===== src/rtl/pool_pkg.sv =====
`default_nettype none
// ============================================================================
// Module      : pool_pkg
// Description : Shared types and sizes for the output-SRAM pooling reader.
// Revision    : 1.0  initial release
// ============================================================================
package pool_pkg;

    localparam int NUM_BANKS = 32;
    localparam int ADDR_W    = 12;
    localparam int DATA_W    = 32;

    typedef enum logic [1:0] {
        NONE = 2'd0,
        MAX  = 2'd1,
        AVG  = 2'd2
    } pool_mode_e;

    typedef enum logic [2:0] {
        S_IDLE = 3'd0,
        S_READ = 3'd1,
        S_ACC  = 3'd2,
        S_EMIT = 3'd3,
        S_DONE = 3'd4
    } pool_state_e;

    // Encoding 2'b11 is treated as no pooling.
    function automatic pool_mode_e decode_mode(input logic [1:0] sel);
        pool_mode_e m;
        case (sel)
            2'b01:   m = MAX;
            2'b10:   m = AVG;
            default: m = NONE;
        endcase
        return m;
    endfunction

endpackage
`default_nettype wire


===== src/rtl/pool_alu.sv =====
`default_nettype none
// ============================================================================
// Module      : pool_alu
// Description : Combinational accumulator step (seed / max / sum) and final
//               result extraction with the average divide-by-four.
// Revision    : 1.0  initial release
// ============================================================================
module pool_alu #(
    parameter int DATA_W = 32
) (
    input  pool_pkg::pool_mode_e        i_mode,
    input  logic                        i_seed,
    input  logic signed [DATA_W+1:0]    i_acc,
    input  logic signed [DATA_W-1:0]    i_word,
    output logic signed [DATA_W+1:0]    o_acc_next,
    output logic        [DATA_W-1:0]    o_result
);
    import pool_pkg::*;

    logic signed [DATA_W+1:0] w_ext;
    logic signed [DATA_W+1:0] w_shift;

    always_comb begin
        w_ext      = {{2{i_word[DATA_W-1]}}, i_word};
        o_acc_next = w_ext;
        if (!i_seed) begin
            case (i_mode)
                MAX:     o_acc_next = (w_ext > i_acc) ? w_ext : i_acc;
                AVG:     o_acc_next = i_acc + w_ext;
                default: o_acc_next = w_ext;
            endcase
        end
        // Arithmetic shift floors toward minus infinity for negative sums.
        w_shift  = o_acc_next >>> 2;
        o_result = (i_mode == AVG) ? w_shift[DATA_W-1:0] : o_acc_next[DATA_W-1:0];
    end

endmodule
`default_nettype wire


===== src/rtl/pool_unit.sv =====
`default_nettype none
// ============================================================================
// Module      : pool_unit
// Description : Reads one feature map from a selected output SRAM bank,
//               applies optional 2x2 max/average pooling, streams results.
// Revision    : 1.0  initial release
// ============================================================================
module pool_unit #(
    parameter int NUM_BANKS = pool_pkg::NUM_BANKS,
    parameter int ADDR_W    = pool_pkg::ADDR_W,
    parameter int DATA_W    = pool_pkg::DATA_W
) (
    input  logic                          clk,
    input  logic                          rst,
    input  logic                          start,
    input  logic [1:0]                    pooling,
    input  logic [6:0]                    map_size,
    input  logic [ADDR_W-1:0]             base_addr,
    input  logic [4:0]                    bank,
    output logic                          busy,
    output logic                          done,
    output logic [ADDR_W*NUM_BANKS-1:0]   output_SRAM_AB_pool,
    output logic                          output_SRAM_CEN_pool,
    output logic                          output_SRAM_OEN_pool,
    input  logic [DATA_W*NUM_BANKS-1:0]   output_SRAM_DO,
    output logic                          out_valid,
    input  logic                          out_ready,
    output logic [DATA_W-1:0]             out_data
);
    import pool_pkg::*;

    pool_state_e              r_state;
    pool_state_e              w_next;
    pool_mode_e               r_mode;
    logic [ADDR_W-1:0]        r_base;
    logic [6:0]               r_size;
    logic [6:0]               r_dim;
    logic [6:0]               r_i;
    logic [6:0]               r_j;
    logic [4:0]               r_bank;
    logic [1:0]               r_k;
    logic signed [DATA_W+1:0] r_acc;
    logic [DATA_W-1:0]        r_out;

    logic                     w_pooled_in;
    logic [6:0]               w_dim_in;
    logic                     w_pooled;
    logic                     w_last_k;
    logic                     w_last_win;
    logic [6:0]               w_row;
    logic [6:0]               w_col;
    logic [13:0]              w_prod;
    logic [ADDR_W-1:0]        w_addr;
    logic                     w_seed;
    logic signed [DATA_W+1:0] w_acc_next;
    logic [DATA_W-1:0]        w_result;
    logic [NUM_BANKS-1:0][DATA_W-1:0] w_do;

    assign w_pooled_in = (pooling == 2'b01) || (pooling == 2'b10);
    assign w_dim_in    = w_pooled_in ? {1'b0, map_size[6:1]} : map_size;
    assign w_pooled    = (r_mode != NONE);
    assign w_last_k    = (r_k == (w_pooled ? 2'd3 : 2'd0));
    assign w_last_win  = (r_i == r_dim - 7'd1) && (r_j == r_dim - 7'd1);

    // Window pixel k: bit 1 selects the lower row, bit 0 the right column.
    assign w_row  = w_pooled ? ({r_i[5:0], 1'b0} | {6'b0, r_k[1]}) : r_i;
    assign w_col  = w_pooled ? ({r_j[5:0], 1'b0} | {6'b0, r_k[0]}) : r_j;
    assign w_prod = {7'b0, w_row} * {7'b0, r_size};
    assign w_addr = r_base + ADDR_W'(w_prod) + ADDR_W'(w_col);

    assign w_do   = output_SRAM_DO;
    assign w_seed = ((r_state == S_READ) && (r_k == 2'd1)) ||
                    ((r_state == S_ACC) && !w_pooled);

    pool_alu #(
        .DATA_W     (DATA_W)
    ) u_alu (
        .i_mode     (r_mode),
        .i_seed     (w_seed),
        .i_acc      (r_acc),
        .i_word     (w_do[r_bank]),
        .o_acc_next (w_acc_next),
        .o_result   (w_result)
    );

    always_ff @(posedge clk or posedge rst) begin
        if (rst) begin
            r_state <= S_IDLE;
        end else begin
            r_state <= w_next;
        end
    end

    always_comb begin
        w_next = r_state;
        case (r_state)
            S_IDLE: if (start) w_next = (w_dim_in == 7'd0) ? S_DONE : S_READ;
            S_READ: if (w_last_k) w_next = S_ACC;
            S_ACC:  w_next = S_EMIT;
            S_EMIT: if (out_ready) w_next = w_last_win ? S_DONE : S_READ;
            S_DONE: w_next = S_IDLE;
            default: w_next = S_IDLE;
        endcase
    end

    always_ff @(posedge clk or posedge rst) begin
        if (rst) begin
            r_mode <= NONE;
            r_base <= '0;
            r_size <= '0;
            r_dim  <= '0;
            r_i    <= '0;
            r_j    <= '0;
            r_bank <= '0;
            r_k    <= '0;
            r_acc  <= '0;
            r_out  <= '0;
        end else begin
            case (r_state)
                S_IDLE: begin
                    if (start) begin
                        r_mode <= decode_mode(pooling);
                        r_base <= base_addr;
                        r_size <= map_size;
                        r_dim  <= w_dim_in;
                        r_bank <= bank;
                        r_i    <= '0;
                        r_j    <= '0;
                        r_k    <= '0;
                    end
                end
                S_READ: begin
                    r_k <= w_last_k ? 2'd0 : r_k + 2'd1;
                    // Data returned now belongs to the address issued last cycle.
                    if (r_k != 2'd0) r_acc <= w_acc_next;
                end
                S_ACC: begin
                    r_acc <= w_acc_next;
                    r_out <= w_result;
                end
                S_EMIT: begin
                    if (out_ready && !w_last_win) begin
                        if (r_j == r_dim - 7'd1) begin
                            r_j <= '0;
                            r_i <= r_i + 7'd1;
                        end else begin
                            r_j <= r_j + 7'd1;
                        end
                    end
                end
                default: ;
            endcase
        end
    end

    assign output_SRAM_AB_pool  = {NUM_BANKS{(r_state == S_READ) ? w_addr : {ADDR_W{1'b0}}}};
    assign output_SRAM_CEN_pool = (r_state != S_READ);
    assign output_SRAM_OEN_pool = (r_state != S_READ);
    assign busy      = (r_state != S_IDLE);
    assign done      = (r_state == S_DONE);
    assign out_valid = (r_state == S_EMIT);
    assign out_data  = r_out;

endmodule
`default_nettype wire


===== config.mk =====
export PLATFORM = sky130hd
export DESIGN_NAME = pool_unit
export DESIGN_NICKNAME = d
export VERILOG_FILES = /design/src/rtl/pool_pkg.sv /design/src/rtl/pool_alu.sv /design/src/rtl/pool_unit.sv
export SDC_FILE = /design/constraint.sdc
export NUM_CORES = 1
export LEC_CHECK = 0
export ABC_AREA = 1
export BUFFER_PORTS_ARGS = -buffer_cell sky130_fd_sc_hd__buf_4
export CAP_MARGIN = 0
export CORE_AREA = 2 2 573 575
export CTS_BUF_LIST = sky130_fd_sc_hd__clkbuf_2
export CTS_CLUSTER_DIAMETER = 150
export DETAILED_ROUTE_END_ITERATION = 16
export DIE_AREA = 0 0 575 577
export GPL_TIMING_DRIVEN = 1
export PLACE_DENSITY = 0.31
export SYNTH_ARGS = -nofsm -noshare
export SYNTH_HDL_FRONTEND = slang
export SYNTH_HIERARCHICAL = 1
export SYNTH_SLANG_ARGS = --single-unit

===== constraint.sdc =====
create_clock -name clk -period 9.8 [get_ports clk]
set_input_delay 1.47 -clock clk [delete_from_list [all_inputs] [get_ports clk]]
set_output_delay 1.47 -clock clk [all_outputs]
set_load 0.01 [all_outputs]

==> results.toml <==
[cells_and_area]
syn_to_final_growth_pct = 57.2
finalNonFillerCells = 9224
post-route-util_pct = 11.5
layout-drive-gt1-share_pct = 35.9
final_nets = 6024

[yosys]
synth_top_area_cell = "o21ai_0"
netlist_area_um2 = 23900
synth.most_common_cell = "nor2_1"
syn_nets = 5096
syn_avg_cell_area_um2 = 6.12
synth_top_area_share_pct = 13.9
ys_warn_count = 6
syn_inst = 3901
synth_flop_cell = "dfrtp_1"
yosysUniqueCellTypes = 50
ys_ff_latch = 118
synth_common_cells = "nor2_1 (756), o21ai_0 (664), nand2_1 (428)"
ys_seq_area_share_pct = 12.4
synth_area_leaders = "o21ai_0 (14%), dfrtp_1 (12%), buf_4 (12%), nor2_1 (12%), nand2_1 (6.7%)"
async_flop_share_pct = 100
synth_edf_count = 0

[drt]
vias = 32492
dr.pass1.iters = 7
drt-vias-per-instance = 3.52
route.detailed.drc = 0
ant_nets = 0
finalWirelength_mm = 234
drtIter0Drc = 2673
routedWlPerCell_um = 25.3

[clock_tree]
cts-root-buf = "clkbuf_2"
clock_path_buffers = 2
htree_levels = 4
cts.sinks = 118
clk_latency_ns = 1.20
postCtsSetupBuffers = 0
path_clk_slew_ns = 0.32
cts_buffers = 17
cts_tree = "built"
cts_resized = 0
postCtsHoldBufs = 0

[run]
drv_cap = 0

[sta]
fin_crit_sh_pct = 89.1
finalSetupTns_ns = 0
relSlewSlack_pct = 8.88
skew_ns = 0.109
period_needed_ns = 8.73
rsz0062_at_grt = "false"
setup_viol = 0
hold_viol = 0
setup_slack_ns = 1.07
final_max_slew_viol_count = 0
worst_pin_slew_ns = 1.35
fmax_mhz = 115

[global_route]
grt_max_degree = 157
antenna_found_initial = 82
grt_pass1_wl_mm = 302
track_usage_pct = 13.4
grt_overflow = 0
grt_pass1_vias = 31951

[critical_path]
startpoint_type = "register"
cp_max_fo = 32
worstSetupPathType = "reg2out"
required_ns = 8.33
cp.arrival_ns = 7.26
endpoint_kind = "output port"

[placement]
dp_cells = 9156
portBuffers = 1474
place.gp.congestion = 0.986
post-dp-hpwl_mm = 201
dp_slack_ns = 2.26

[floorplan]
start_util_pct = 7.33
row_count = 210
core_um2 = 326000
die_x_um = 575
boundaryPins = 1475
dieArea_um2 = 332000
die_h_um = 577

[worst_hold_path]
hp-class = "in2async"

[status]
status = "finished clean"
-- per-stage QoR --
| stage | cell area, µm² | hold slack (ns) |
|---|---|---|
| after floorplan | 23900 | 0.448 |
| after global placement | 37200 | 0.498 |
| after detailed placement | 37200 | 0.503 |
| after CTS | 37500 | 0.0553 |
| after global routing | 37500 | 0.121 |
| final | 37500 | 0.277 |
-- flip-flops by register name, indices dropped and copies added (netlist names) --
register	flops
r_acc	34
out_data	32
r_base	12
r_dim	7
r_i	7
r_j	7
r_size	7
r_bank	5
r_state	3
r_k	2
r_mode	2
-- cells in the final DEF, fill, tap and decap left out, types with 86 or more instances in the layout --
cell         n
a21oi_1    101
buf_4     1541
dfrtp_1    113
ha_1        96
inv_1      277
nand2_1    428
nand3_1    190
nor2_1     745
o21ai_0    659
o221ai_1   170
o22ai_1     86
-- cell type report --
class	instances	area (µm²)
inverters	287	1100
clock buffers	18	90.1
diodes	36	90.1
repair buffers	1547	11700
clock inverters	14	126
fillers	38470	288000
flip-flops and latches	118	2970
well taps	4346	5440
multi-input cells	2858	16000
-- path summary, 6_finish.rpt --
| check | from | end | slack [ns] | cells after the start |
|---|---|---|---|---|
| setup reg to reg | r_bank[0]$_DFFE_PP0P_ | out_data[11]$_DFFE_PP0P_ | 2.31 | 22 |
| max in group asynchronous | rst | r_base[1]$_DFFE_PP0P_ | 8.37 | 3 |
| hold reg to reg | out_data[23]$_DFFE_PP0P_ | out_data[23]$_DFFE_PP0P_ | 0.55 | 1 |
| setup / recovery | r_mode[0]$_DFFE_PP0P_ | output_SRAM_AB_pool[34] | 1.07 | 23 |
| hold / removal | rst | out_data[1]$_DFFE_PP0P_ | 0.28 | 2 |
| min in group clk | bank[3] | r_bank[3]$_DFFE_PP0P_ | 0.47 | 3 |
-- per-layer routing --
layer | track usage, % | wire, µm
met2 | 21.5 | 107000
met5 | 0 | 160
met1 | 18.1 | 105000
met4 | 2.40 | 2790
met3 | 3.39 | 19600
-- worst max-delay path, cell delays in order (launching register included) --
cell and delay, ns:
dfrtp_1 0.46, nor2_1 0.42, buf_4 0.32, nand2_1 0.07
o21ai_0 0.17, inv_1 0.16, nor2_1 0.15, fa_1 0.45
fa_1 0.53, inv_1 0.06, fa_1 0.48, fa_1 0.49
inv_1 0.04, ha_1 0.30, a21oi_1 0.15, nand2_1 0.11
nand2_1 0.07, nand2_1 0.06, a21oi_1 0.24, nor2_1 0.07
o21ai_0 0.21, a21oi_1 0.14, nor2_4 0.71, buf_4 0.25
-- cells by family after synthesis --
family / Yosys count / synth area share [%]
compound gates: 1163 / 28.8
xor+xnor: 19 / 0.697
fa+ha+maj: 141 / 8.74
buf+inv: 925 / 20.9
flops: 118 / 12.4
mux: 66 / 3.11
simple gates: 1469 / 25.3
Power is not shown: default switching activity piles up to over one toggle a cycle in this logic, so the estimate is an artifact.
